[config.mk]
export PLATFORM = sky130hd
export DESIGN_NAME = alu_bus_datapath_flat
export DESIGN_NICKNAME = d
export VERILOG_FILES = /design/src/rtl/cpu_pkg.sv /design/src/rtl/alu_bus_datapath_if.sv /design/src/rtl/alu_core.sv /design/src/rtl/alu_bus_datapath.sv /design/src/flat_wrapper.sv
export SDC_FILE = /design/constraint.sdc
export NUM_CORES = 1
export LEC_CHECK = 0
export BUFFER_PORTS_ARGS = -buffer_cell sky130_fd_sc_hd__buf_2
export CAP_MARGIN = 30
export CORE_MARGIN = 2
export CORE_UTILIZATION = 30
export CTS_BUF_LIST = sky130_fd_sc_hd__clkbuf_4
export CTS_CLUSTER_DIAMETER = 50
export DETAILED_ROUTE_END_ITERATION = 6
export GPL_TIMING_DRIVEN = 0
export PLACE_DENSITY = 0.61
export SLEW_MARGIN = 15
export SYNTH_ARGS = -nofsm -noshare
export SYNTH_HDL_FRONTEND = slang
export SYNTH_SLANG_ARGS = --single-unit
[constraint.sdc]
create_clock -name clk -period 4 [get_ports clk]
set_input_delay 0.2 -clock clk [delete_from_list [all_inputs] [get_ports clk]]
set_output_delay 0.2 -clock clk [all_outputs]
set_load 0.05 [all_outputs]
[src/rtl/cpu_pkg.sv]
// Shared CPU datapath definitions: ALU op codes, bus-select codes and the status-flag bundle.
// Imported by the ALU core and the bus/flag datapath top.
package cpu_pkg;

    typedef enum logic [2:0] {
        ALU_PASSTHROUGH = 3'd0,
        ALU_ADD         = 3'd1,
        ALU_SUB         = 3'd2,
        ALU_AND         = 3'd3,
        ALU_OR          = 3'd4,
        ALU_XOR         = 3'd5,
        ALU_SHL         = 3'd6,
        ALU_SHR         = 3'd7
    } alu_op_e;

    typedef enum logic [2:0] {
        A_OUT     = 3'd0,
        X_OUT     = 3'd1,
        Y_OUT     = 3'd2,
        MEM_OUT   = 3'd3,
        INSTR_OUT = 3'd4,
        ADDR_OUT  = 3'd5,
        PC_OUT    = 3'd6,
        UNUSED1   = 3'd7
    } bus_sel_e;

    typedef struct packed {
        logic zero;
        logic carry;
        logic sign;
        logic overflow;
    } flags_t;

    // Signed less-than as seen by the branch logic after a SUB/compare.
    function automatic logic flags_lt(input flags_t f);
        return f.sign ^ f.overflow;
    endfunction

endpackage

[src/rtl/alu_bus_datapath_if.sv]
// Bus-side bundle of the execution datapath: sources, selects, operand, results and flags.
// master = controller/register side, slave = the datapath itself.
interface alu_bus_datapath_if #(
    parameter int WIDTH = 8
);
    logic [WIDTH-1:0] src_a;
    logic [WIDTH-1:0] src_b;
    logic [WIDTH-1:0] src_c;
    logic [WIDTH-1:0] src_d;
    logic [WIDTH-1:0] src_e;
    logic [WIDTH-1:0] src_f;
    logic [WIDTH-1:0] src_g;
    logic [WIDTH-1:0] src_h;
    logic [2:0]       bus_slct;
    logic [WIDTH-1:0] acc;
    logic [2:0]       alu_op;
    logic [WIDTH-1:0] bus;
    logic [WIDTH-1:0] alu_out;
    logic             zero;
    logic             carry;
    logic             sign;
    logic             overflow;
    logic             zero_flag;
    logic             carry_flag;
    logic             sign_flag;
    logic             overflow_flag;

    modport master (
        output src_a, src_b, src_c, src_d, src_e, src_f, src_g, src_h,
        output bus_slct, acc, alu_op,
        input  bus, alu_out, zero, carry, sign, overflow,
        input  zero_flag, carry_flag, sign_flag, overflow_flag
    );

    modport slave (
        input  src_a, src_b, src_c, src_d, src_e, src_f, src_g, src_h,
        input  bus_slct, acc, alu_op,
        output bus, alu_out, zero, carry, sign, overflow,
        output zero_flag, carry_flag, sign_flag, overflow_flag
    );

endinterface

[src/rtl/alu_core.sv]
// Combinational ALU: accumulator (a) versus bus operand (b), wrap-around result
// plus zero/carry/sign/overflow flags for the current operation.
module alu_core
    import cpu_pkg::*;
#(
    parameter int WIDTH = 8
) (
    input  logic [WIDTH-1:0] a,
    input  logic [WIDTH-1:0] b,
    input  alu_op_e          op,
    output logic [WIDTH-1:0] result,
    output flags_t           flags
);

    localparam int MSB = WIDTH - 1;

    logic [WIDTH:0] sum;
    logic           carry_c;
    logic           overflow_c;

    always_comb begin
        sum        = '0;
        result     = '0;
        carry_c    = 1'b0;
        overflow_c = 1'b0;
        unique case (op)
            ALU_PASSTHROUGH: result = b;
            ALU_ADD: begin
                sum        = {1'b0, a} + {1'b0, b};
                result     = sum[MSB:0];
                carry_c    = sum[WIDTH];
                overflow_c = (a[MSB] == b[MSB]) && (result[MSB] != a[MSB]);
            end
            ALU_SUB: begin
                // a + ~b + 1: carry-out set means no borrow (a >= b unsigned)
                sum        = {1'b0, a} + {1'b0, ~b} + {{WIDTH{1'b0}}, 1'b1};
                result     = sum[MSB:0];
                carry_c    = sum[WIDTH];
                overflow_c = (a[MSB] != b[MSB]) && (result[MSB] != a[MSB]);
            end
            ALU_AND: result = a & b;
            ALU_OR:  result = a | b;
            ALU_XOR: result = a ^ b;
            ALU_SHL: begin
                result  = {b[MSB-1:0], 1'b0};
                carry_c = b[MSB];
            end
            ALU_SHR: begin
                result  = {1'b0, b[MSB:1]};
                carry_c = b[0];
            end
            default: result = b;
        endcase
    end

    always_comb begin
        flags          = '0;
        flags.zero     = (result == '0);
        flags.carry    = carry_c;
        flags.sign     = result[MSB];
        flags.overflow = overflow_c;
    end

endmodule

[src/rtl/alu_bus_datapath.sv]
// CPU execution datapath slice: 8-way source mux onto the internal bus, ALU on acc/bus,
// and the registered status-flag bank (held on PASS, cleared by synchronous reset).
module alu_bus_datapath
    import cpu_pkg::*;
#(
    parameter int WIDTH = 8
) (
    input logic               clk,
    input logic               rst_n,
    alu_bus_datapath_if.slave io
);

    logic [WIDTH-1:0] bus_int;
    logic [WIDTH-1:0] alu_res;
    alu_op_e          op;
    flags_t           flags_c;
    flags_t           flags_q;

    assign op = alu_op_e'(io.alu_op);

    always_comb begin
        bus_int = '0;
        unique case (bus_sel_e'(io.bus_slct))
            A_OUT:     bus_int = io.src_a;
            X_OUT:     bus_int = io.src_b;
            Y_OUT:     bus_int = io.src_c;
            MEM_OUT:   bus_int = io.src_d;
            INSTR_OUT: bus_int = io.src_e;
            ADDR_OUT:  bus_int = io.src_f;
            PC_OUT:    bus_int = io.src_g;
            UNUSED1:   bus_int = io.src_h;
            default:   bus_int = '0;
        endcase
    end

    alu_core #(
        .WIDTH(WIDTH)
    ) u_alu_core (
        .a      (io.acc),
        .b      (bus_int),
        .op     (op),
        .result (alu_res),
        .flags  (flags_c)
    );

    // PASS is used for plain register loads, so it must not disturb the status flags.
    always_ff @(posedge clk) begin
        if (!rst_n) begin
            flags_q <= '0;
        end else if (op != ALU_PASSTHROUGH) begin
            flags_q <= flags_c;
        end
    end

    assign io.bus           = bus_int;
    assign io.alu_out       = alu_res;
    assign io.zero          = flags_c.zero;
    assign io.carry         = flags_c.carry;
    assign io.sign          = flags_c.sign;
    assign io.overflow      = flags_c.overflow;
    assign io.zero_flag     = flags_q.zero;
    assign io.carry_flag    = flags_q.carry;
    assign io.sign_flag     = flags_q.sign;
    assign io.overflow_flag = flags_q.overflow;

endmodule

[src/flat_wrapper.sv]
// flat-port wrapper written by rule: the top's interface ports become plain ports
module alu_bus_datapath_flat import cpu_pkg::*;
#(
    parameter int WIDTH = 8
)
  (clk, rst_n, io_src_a, io_src_b, io_src_c, io_src_d, io_src_e, io_src_f, io_src_g, io_src_h, io_bus_slct, io_acc, io_alu_op, io_bus, io_alu_out, io_zero, io_carry, io_sign, io_overflow, io_zero_flag, io_carry_flag, io_sign_flag, io_overflow_flag);
  alu_bus_datapath_if #(.WIDTH(WIDTH)) io_i ();
  input logic clk;
  input logic rst_n;
  input wire logic [$bits(io_i.src_a)-1:0] io_src_a;
  input wire logic [$bits(io_i.src_b)-1:0] io_src_b;
  input wire logic [$bits(io_i.src_c)-1:0] io_src_c;
  input wire logic [$bits(io_i.src_d)-1:0] io_src_d;
  input wire logic [$bits(io_i.src_e)-1:0] io_src_e;
  input wire logic [$bits(io_i.src_f)-1:0] io_src_f;
  input wire logic [$bits(io_i.src_g)-1:0] io_src_g;
  input wire logic [$bits(io_i.src_h)-1:0] io_src_h;
  input wire logic [$bits(io_i.bus_slct)-1:0] io_bus_slct;
  input wire logic [$bits(io_i.acc)-1:0] io_acc;
  input wire logic [$bits(io_i.alu_op)-1:0] io_alu_op;
  output wire logic [$bits(io_i.bus)-1:0] io_bus;
  output wire logic [$bits(io_i.alu_out)-1:0] io_alu_out;
  output wire logic [$bits(io_i.zero)-1:0] io_zero;
  output wire logic [$bits(io_i.carry)-1:0] io_carry;
  output wire logic [$bits(io_i.sign)-1:0] io_sign;
  output wire logic [$bits(io_i.overflow)-1:0] io_overflow;
  output wire logic [$bits(io_i.zero_flag)-1:0] io_zero_flag;
  output wire logic [$bits(io_i.carry_flag)-1:0] io_carry_flag;
  output wire logic [$bits(io_i.sign_flag)-1:0] io_sign_flag;
  output wire logic [$bits(io_i.overflow_flag)-1:0] io_overflow_flag;
  assign io_i.src_a = io_src_a;
  assign io_i.src_b = io_src_b;
  assign io_i.src_c = io_src_c;
  assign io_i.src_d = io_src_d;
  assign io_i.src_e = io_src_e;
  assign io_i.src_f = io_src_f;
  assign io_i.src_g = io_src_g;
  assign io_i.src_h = io_src_h;
  assign io_i.bus_slct = io_bus_slct;
  assign io_i.acc = io_acc;
  assign io_i.alu_op = io_alu_op;
  assign io_bus = io_i.bus;
  assign io_alu_out = io_i.alu_out;
  assign io_zero = io_i.zero;
  assign io_carry = io_i.carry;
  assign io_sign = io_i.sign;
  assign io_overflow = io_i.overflow;
  assign io_zero_flag = io_i.zero_flag;
  assign io_carry_flag = io_i.carry_flag;
  assign io_sign_flag = io_i.sign_flag;
  assign io_overflow_flag = io_i.overflow_flag;
  alu_bus_datapath #(.WIDTH(WIDTH)) u_core (.clk(clk), .rst_n(rst_n), .io(io_i));
endmodule
## Yosys cells after proc, flatten, opt, wreduce, memory -nomap -nowiden

Cells that the tools add are included.

- Bits in registers: 4
- Output and inout bits: 24
- Word-level logic and storage cells: 39

- Add/subtract/negate cells: 3
- Equality and inequality tests: 18
- Multiplexer cells: 4
- Bitwise operators: 4
- Reduce and logical (&&, ||, !) cells: 6

Operator list:

| cell | count |
|---|---|
| $pmux 8 s8 | 2 |
| $eq 3x3->1 const B | 8 |
| $add 8x8->9 | 2 |
| $eq 3x2->1 const B | 4 |
| $add 9x1->9 const B | 1 |
| $and 8x8->8 | 1 |
| $logic_not 8->1 | 1 |
| $not 8->8 | 1 |
| $or 8x8->8 | 1 |
| $xor 8x8->8 | 1 |
| $eq 3x1->1 const B | 2 |
| $logic_not 3->1 | 2 |
| $pmux 1 s4 | 1 |
| $ne 1x1->1 | 3 |
| $reduce_bool 3->1 | 1 |
| $logic_and 1x1->1 | 2 |
| $pmux 1 s2 | 1 |
| $eq 1x1->1 | 1 |

## Depth between registers and ports, before layout

Gate-level depths: netlist of run 1.

- Depth after elaboration: 8
- Mapped depth: 17
- Gate-level depth less buffers: 15

## Hierarchy

From an unflattened synthesis of run 1, not the netlist that was laid out.

- Cells, all modules: 260
- Area total of the unflattened synthesis: 2270.9 µm²

By module, submodules not included:

| module | times used | cells an instance | area each (µm²) | sequential area each (µm²) |
|---|---|---|---|---|
| alu_core | 1 | 214 | 1546.5 | 0.0 |
| alu_bus_datapath | 1 | 46 | 724.4 | 80.1 |

## Least setup slack after synthesis of run 1

Ideal clock, no wire load.

- Kind: input-to-output
- Start point: in io_bus_slct[2]
- End point: out io_zero
- Data arrival time: 5231 ps
- Data required time: 3800 ps
- Path slack: -1431 ps
- Cell stages on the path: 16
- Buffers on the path: 2
- Path through: buf_6 -> buf_6 -> nor2b_1 -> a211oi_1 -> o31a_1 -> nor2_1 -> inv_1 -> ha_1 -> nor2b_1 -> a221o_1 -> a21oi_1 -> xnor2_1 -> a221oi_2 -> o221ai_2 -> or4_4 -> nor3_1

- Longest elaborated chain between the ends: 7

Ends and longest elaborated chain:

| element | RTL line | source |
|---|---|---|
| start: declaration | flat_wrapper.sv:18 | `input wire logic [$bits(io_i.bus_slct)-1:0] io_bus_slct;` |
| $eq 3x3->1, or another cell as far along | alu_bus_datapath.sv:23 | `unique case (bus_sel_e'(io.bus_slct))` |
| $pmux 8 s8 * | alu_bus_datapath.sv:23 |  |
| net io_bus[4] | flat_wrapper.sv:21 | `output wire logic [$bits(io_i.bus)-1:0] io_bus;` |
| $not 8->8 | alu_core.sv:36 | `sum = {1'b0, a} + {1'b0, ~b} + {{WIDTH{1'b0}}, 1'b1};` |
| $add 8x8->9 | alu_core.sv:36 |  |
| $add 9x1->9 | alu_core.sv:36 |  |
| $pmux 8 s8 * | alu_core.sv:26 | `unique case (op)` |
| net io_alu_out[6] | flat_wrapper.sv:22 | `output wire logic [$bits(io_i.alu_out)-1:0] io_alu_out;` |
| $logic_not 8->1 * | alu_core.sv:58 | `flags.zero = (result == '0);` |
| end: declaration | flat_wrapper.sv:23 | `output wire logic [$bits(io_i.zero)-1:0] io_zero;` |

Mark *: on every way through the listed nets, which the timed path passes. The rest lies on a longest branch.

## Worst setup path in the final report of run 1

- Start point: in io_bus_slct[1]
- End point: out io_zero

- Longest elaborated chain between the ends: 7

Ends and longest elaborated chain:

| element | RTL line |
|---|---|
| $eq 3x3->1, or another cell as far along | alu_bus_datapath.sv:23 |
| $pmux 8 s8 * | alu_bus_datapath.sv:23 |
| $not 8->8 | alu_core.sv:36 |
| $add 8x8->9 | alu_core.sv:36 |
| $add 9x1->9 | alu_core.sv:36 |
| $pmux 8 s8 * | alu_core.sv:26 |
| $logic_not 8->1 * | alu_core.sv:58 |

Every way passes the cells marked *; elsewhere a longest branch is shown, timed or not.

==> flow_metrics.env, run 1 <==
export IMPL_antenna_cells=0
export IMPL_num_vias=3015
export IMPL_crit_path_start_kind="primary input"
export IMPL_final_common_cell="buf_2"
export IMPL_die_y_um=90.43
export IMPL_final_nets=537
export IMPL_cts_tree="built"
export IMPL_firstDrtPassIters=5
export IMPL_die_w_um=90.43
export IMPL_ys_ff_latch=4
export IMPL_fmax_mhz=243.4
export IMPL_skew_ns=0
export IMPL_max_cap_violations=0
export IMPL_hold_ws_ns=0.2170
export IMPL_async_reset_ff_share_pct=0
export IMPL_setup_slack_ns=-0.1080
export IMPL_root_buffer="clkbuf_4"
export IMPL_final_cell_mix="102 x buf_2, 29 x inv_1, 22 x a21oi_1"
export IMPL_std_cell_rows=31
export IMPL_required_ns=3.80
export IMPL_min_period_ns=4.108
export IMPL_criticalPathCategory="in -> out"
export IMPL_slew_headroom_pct=34.39
export IMPL_wl_per_cell_um=16.84
export IMPL_layout_drive_gt1_share_pct=43.36
export IMPL_synth_edf_count=0
export IMPL_core_um2=7253
export IMPL_synth_distinct_cells=72
export IMPL_yosysWarnings=0
export IMPL_n_fill_cell=752
export IMPL_grt_pass1_vias=2823
export IMPL_ios=104
export IMPL_path_clk_slew_ns=0.04
export IMPL_cts_htree_levels=1
export IMPL_cp_end_kind="primary output"
export IMPL_post_dp_hpwl_um=6880
export IMPL_grtUsageTotal_pct=20.27
export IMPL_finalMaxSlewViolations=0
export IMPL_area_growth_pct=48.46
export IMPL_layout_cells_non_filler=528
export IMPL_routed_wl_um=8890
export IMPL_initial_core_util_pct=30.90
export IMPL_status="finished with violations"
export IMPL_worstMarginPinSlew_ns=0.9820
export IMPL_antenna_found_initial=0
export IMPL_place_ws_ns=-0.4944
export IMPL_violations="negative setup slack"
export IMPL_grt_pass1_wl_um=13850
export IMPL_vias_per_cell=5.710
export IMPL_portBuffers=102
export IMPL_syn_inst=305
export IMPL_clockBufferDepth=2
export IMPL_grt_ovfl_total=0
export IMPL_rsz0062_at_grt="true"
export IMPL_avgSynthCellArea_um2=7.347
export IMPL_place_area_um2=2957
export IMPL_dp_cells=506
export IMPL_fin_util_pct=45.87
export IMPL_min_path_type="in -> reg"
export IMPL_stdcell_area_um2=3327
export IMPL_postRouteAntennaNets=0
export IMPL_cp_arrival_ns=3.91
export IMPL_setup_viol=1
export IMPL_place_congestion=0.9360
export IMPL_clk_latency_ns=0.25
export IMPL_period_share_pct=102.7
export IMPL_hold_violations=0
export IMPL_grt_max_degree=11
export IMPL_synthesis_area_um2=2241
export IMPL_synth_nets=411
export IMPL_p_per_area_nw_per_um2=229.4
export IMPL_numCtsBuffers=3
export IMPL_dieArea_um2=8177
export IMPL_first_iter_violations=209
export IMPL_drc=0
export IMPL_cp_max_fo=5
export IMPL_ir_worst_vdd_mv=0.1147
export IMPL_numClockSinks=4
export IMPL_power_leakage_nw=1.555
export IMPL_synth_flop_cell="dfxtp_1"
export IMPL_yosysSeqAreaShare_pct=3.573
## flip-flops by register name, indices dropped and copies added (netlist names)
register,count
u_core.io.carry_flag,1
u_core.io.overflow_flag,1
u_core.io.sign_flag,1
u_core.io.zero_flag,1
## power by group
| part | total (mW) | leakage (nW) | switching, mW | internal [mW] |
|---|---|---|---|---|
| logic | 0.666 | 1.51 | 0.410 | 0.255 |
| registers | 0.0437 | 0.0326 | 0.00105 | 0.0427 |
| clock network | 0.0534 | 0.0138 | 0.0196 | 0.0338 |
## metrics by stage
stage                     power, mW  TNS (ns)
after CTS                    0.7251  -0.08203
after detailed placement     0.6275   -0.8817
final                        0.7630   -0.1080
after global placement       0.6223   -0.8792
after global routing         0.8118   -0.2640
after floorplan              0.4741   -0.9315
## logic make-up (layout without fill, tap and decap cells)
group | count (synthesis) | in the layout | share of synthesized area, %
DFF | 4 | 4 | 3.574
muxes | 15 | 15 | 7.873
buffers and inverters | 50 | 174 | 10.44
AOI/OAI and AO/OA | 114 | 114 | 39.53
adders and majority gates | 26 | 26 | 15.19
xor gates and xnor gates | 7 | 7 | 2.736
and+or+nand+nor | 89 | 89 | 20.66
## area by class of cell
class / count / area, µm² / share of cell area [%]
plain buffers: 16 / 130.1 / 3.911
inverters: 34 / 135.1 / 4.062
flip-flops and latches: 4 / 80.08 / 2.407
clock buffers: 3 / 22.52 / 0.6769
multi-input cells: 251 / 2138 / 64.27
well taps: 99 / 123.9 / 3.723
repair buffers: 121 / 696.9 / 20.95
## cells in the mapped netlist, types with 4 or more instances
| cell | count | area, µm² |
|---|---|---|
| inv_1 | 33 | 123.9 |
| a21oi_1 | 25 | 125.1 |
| ha_1 | 24 | 300.3 |
| nor2_1 | 23 | 86.33 |
| nand2_1 | 16 | 60.06 |
| mux2i_1 | 12 | 120.1 |
| o21ai_0 | 12 | 60.06 |
| nor3_1 | 10 | 50.05 |
| a211oi_1 | 7 | 52.55 |
| clkbuf_1 | 7 | 26.28 |
| o22ai_1 | 7 | 43.79 |
| nand3_1 | 6 | 30.03 |
| nor2b_1 | 6 | 37.54 |
| o221ai_1 | 6 | 52.55 |
| xnor2_1 | 6 | 52.55 |
| buf_6 | 5 | 56.30 |
| nand2b_1 | 5 | 31.28 |
| nor3b_1 | 5 | 37.54 |
| a221oi_1 | 4 | 35.03 |
| dfxtp_1 | 4 | 80.08 |
| o21a_1 | 4 | 30.03 |
## layer usage
metal | vias to the layer above | routed length (µm) | GRT usage, %
met3 | 21 | 790 | 2.922
met4 | 0 | 187 | 5.513
met2 | 185 | 4277 | 35.21
li1 | 1388 | - | -
met5 | - | 0 | 0
met1 | 1421 | 3635 | 26.14
## worst max-delay path, cell delays in order
cell and delay, ns:
buf_2 0.12, buf_8 0.13, buf_4 0.12, mux2_1 0.31, a222oi_1 0.28, o31a_1 0.33, nor2_4 0.07, buf_4 0.16
ha_1 0.28, a221o_1 0.33, a21oi_2 0.23, xnor2_2 0.09, a221oi_2 0.31, o221ai_4 0.14, or4_4 0.46, nor3_4 0.14
buf_6 0.18
## path summary, 6_finish.rpt
path                             endpoint               startpoint  cells past startpoint  slack (ns)
setup reg to reg  u_core.io.overflow_flag  u_core.io.overflow_flag                      2        3.28
setup / recovery                  io_zero           io_bus_slct[1]                     17       -0.11
hold reg to reg       u_core.io.sign_flag      u_core.io.sign_flag                      2        0.45
hold / removal       u_core.io.carry_flag                    rst_n                      2        0.22
## timing repair
item,in CTS,in global routing
endpoints found under the setup margin,4,5
gates resized for setup,22,12
cloned,1,0
setup buffers,9,9
pin swaps,13,15
hold buffers,0,0
endpoints found under the hold margin,0,0
No activity file was read; power rests on OpenSTA's default activity.
==> run 2, diff against run 1 <==
--- a/config.mk
+++ b/config.mk
@@ -13,8 +13,9 @@
 export CTS_CLUSTER_DIAMETER = 50
 export DETAILED_ROUTE_END_ITERATION = 6
 export GPL_TIMING_DRIVEN = 0
-export PLACE_DENSITY = 0.61
+export PLACE_DENSITY = 0.6
 export SLEW_MARGIN = 15
 export SYNTH_ARGS = -nofsm -noshare
 export SYNTH_HDL_FRONTEND = slang
+export SYNTH_HIERARCHICAL = 1
 export SYNTH_SLANG_ARGS = --single-unit
==> run 2 against run 1 <==
Effect of this change: the flow now finishes without violations; via count decreased by 21%; count of clock-buffer cells in the layout unchanged; power decreased by 9.1%; die area increased by 1.3%; largest cell class unchanged; fmax increased by 6.8%; sequential power about the same; wire length decreased by 23%; combinational power decreased by 9.9%; final area decreased by 9.9%; register-to-register slack got worse by 0.38 ns.
==> flow_metrics.env, run 2 <==
export IMPL_cp_end_kind="primary output"
export IMPL_period_share_pct=96.20
export IMPL_seqPwrFrac_pct=6.3
export IMPL_skew_ns=0
export IMPL_synth_area_leaders="mux4_1 19%, ha_1 13%, mux2_2 6.0%"
export IMPL_vias_per_cell=5.160
export IMPL_clockPowerShare_pct=7.2
export IMPL_ir_worst_vdd_mv=0.07386
export IMPL_dieArea_um2=8282
export IMPL_regToRegSetupSlack_ns=2.90
export IMPL_synthTopCellsByCount="27 x inv_1, 24 x ha_1, 22 x a21oi_1"
export IMPL_ios=104
export IMPL_clk_latency_ns=0.23
export IMPL_netSwitchingFraction_pct=54.73
export IMPL_cts_htree_levels=1
export IMPL_final_nets=471
export IMPL_critPathTopFamily="multiplexers"
export IMPL_slowest_stage="mux4_1"
export IMPL_grt_pass1_vias=2252
export IMPL_area_growth_pct=31.96
export IMPL_die_w_um=91.01
export IMPL_num_vias=2384
export IMPL_synthesis_area_um2=2271
export IMPL_crit_buf_inv=4
export IMPL_max_cap_violations=0
export IMPL_grtUsageTotal_pct=16.11
export IMPL_synth_edf_count=0
export IMPL_portBuffers=100
export IMPL_worstMarginPinSlew_ns=0.6013
export IMPL_dp_cells=459
export IMPL_rsz0062_at_grt="false"
export IMPL_wl_per_cell_um=14.79
export IMPL_postCtsSetupBuffers=0
export IMPL_layout_drive_gt1_share_pct=43.80
export IMPL_antenna_cells=0
export IMPL_min_period_ns=3.848
export IMPL_fin_util_pct=41.09
export IMPL_cts_tree="built"
export IMPL_wirelength_met1_um=2947
export IMPL_std_cell_rows=31
export IMPL_path_cells="buf_12 -> buf_12 -> mux4_1 -> mux2_4 -> inv_2 -> fa_1 -> mux2_2 -> mux4_2 -> or3_1 -> nor3_2 -> nor4b_4 -> buf_6"
export IMPL_path_clk_slew_ns=0.04
export IMPL_first_iter_violations=167
export IMPL_async_reset_ff_share_pct=0
export IMPL_routed_wl_um=6834
export IMPL_p_switching_mw=0.3797
export IMPL_finalMaxSlewViolations=0
export IMPL_initial_core_util_pct=31.14
export IMPL_cp_max_fo=10
export IMPL_die_y_um=91.01
export IMPL_grt_ovfl_total=0
export IMPL_stdcell_area_um2=2997
export IMPL_clockBufferDepth=2
export IMPL_max_stage_delay_ns=0.54
export IMPL_p_comb_share_pct=86.5
export IMPL_numClockSinks=4
export IMPL_criticalPathCategory="in -> out"
export IMPL_place_area_um2=2922
export IMPL_p_int_mw=0.3140
export IMPL_synth_distinct_cells=60
export IMPL_cp_arrival_ns=3.65
export IMPL_yosysSeqAreaShare_pct=3.526
export IMPL_maxUsedRoutingLayer="met3"
export IMPL_wl_met3_um=447
export IMPL_setup_viol=0
export IMPL_ys_ff_latch=4
export IMPL_core_um2=7292
export IMPL_post_dp_hpwl_um=5780
export IMPL_numCtsBuffers=3
export IMPL_yosysWarnings=6
export IMPL_status="complete, no violations"
export IMPL_synth_flop_cell="dfxtp_1"
export IMPL_p_per_area_nw_per_um2=231.5
export IMPL_antenna_found_initial=0
export IMPL_synth_nets=366
export IMPL_hold_ws_ns=0.2611
export IMPL_drc=0
export IMPL_syn_inst=260
export IMPL_wl_met2_um=3439
export IMPL_power_leakage_nw=1.421
export IMPL_avgSynthCellArea_um2=8.734
export IMPL_postRouteAntennaNets=0
export IMPL_crit_path_start_kind="primary input"
export IMPL_synth_most_common_cell="inv_1"
export IMPL_firstDrtPassIters=4
export IMPL_grt_max_degree=14
export IMPL_p_total_mw=0.6936
export IMPL_slew_headroom_pct=59.83
export IMPL_fmax_mhz=259.9
export IMPL_layout_cells_non_filler=462
export IMPL_grt_pass1_wl_um=11070
export IMPL_final_common_cell="buf_2"
export IMPL_hold_violations=0
export IMPL_crit_top_cell="buf_12"
export IMPL_root_buffer="clkbuf_4"
export IMPL_place_congestion=0.8874
export IMPL_synth_area_leader_cell="mux4_1"
export IMPL_synth_top_area_share_pct=18.51
export IMPL_required_ns=3.80
export IMPL_final_cell_mix="100 x buf_2, 25 x inv_1, 22 x ha_1"
export IMPL_min_path_type="in -> reg"
-- run 2: cell count changes after synthesis, moves of 8 or more --
cell     delta
mux4_1     +16
mux2i_1     -9
nor2_1      -8
mux2_2     +12
-- run 2: per-stage QoR --
stage / TNS (ns) / setup WS [ns]
3_5_place_dp: -0.1748 / -0.1748
5_1_grt: 0 / 0.01684
6_report: 0 / 0.1522
2_1_floorplan: -0.4161 / -0.2902
4_1_cts: 0 / 0.005222
3_3_place_gp: -0.1100 / -0.1100
-- run 2: logic make-up (layout without fill, tap and decap cells) --
group / Yosys count / in the layout / share of synthesized area [%]
and+or+nand+nor: 72 / 72 / 18.24
buffers and inverters: 49 / 152 / 11.24
AOI/OAI and AO/OA: 70 / 70 / 21.32
adders and majority gates: 26 / 26 / 14.99
xor gates and xnor gates: 5 / 5 / 1.928
muxes: 34 / 34 / 28.76
DFF: 4 / 4 / 3.526
-- run 2: area by class of cell --
cell class              instances  area (µm²)
plain buffers                  22       166.4
clock buffers                   3       22.52
fillers                       785        4295
inverters                      27       101.3
multi-input cells             207        1996
flip-flops and latches          4       80.08
well taps                      99       123.9
repair buffers                100       506.7
-- run 2: power groups by stage --
stage / clock network [mW] / registers, mW / logic [mW]
after floorplan: 0 / 0.0534 / 0.431
after global placement: 0 / 0.0444 / 0.581
after detailed placement: 0 / 0.0443 / 0.585
after CTS: 0.0525 / 0.0437 / 0.590
after global routing: 0.0550 / 0.0439 / 0.650
final: 0.0502 / 0.0437 / 0.600
-- run 2: timing repair --
| item | CTS | global route |
|---|---|---|
| resized for setup | 2 | 8 |
| setup endpoints to repair | 1 | 1 |
| hold buffers | 0 | 0 |
| pin swaps | 0 | 3 |
| hold endpoints to repair | 0 | 0 |
-- run 2: path summary, 6_finish.rpt --
check,start,to,depth (start not counted)
min,rst_n,u_core/io.sign_flag,3
min reg2reg,u_core/io.sign_flag,u_core/io.sign_flag,2
max,io_bus_slct[0],io_zero,12
max reg2reg,u_core/io.zero_flag,u_core/io.zero_flag,2
-- run 2: per-layer routing --
| layer | GRT usage [%] | vias up |
|---|---|---|
| met2 | 29.69 | 97 |
| met5 | 0 | - |
| met3 | 2.158 | 0 |
| li1 | - | 1189 |
| met1 | 20.95 | 1098 |
| met4 | 0.7576 | 0 |
-- run 2: tightest hold or removal path, cell delays in order --
cell and delay (ns):
buf_2 0.08, inv_1 0.07, a21oi_1 0.11
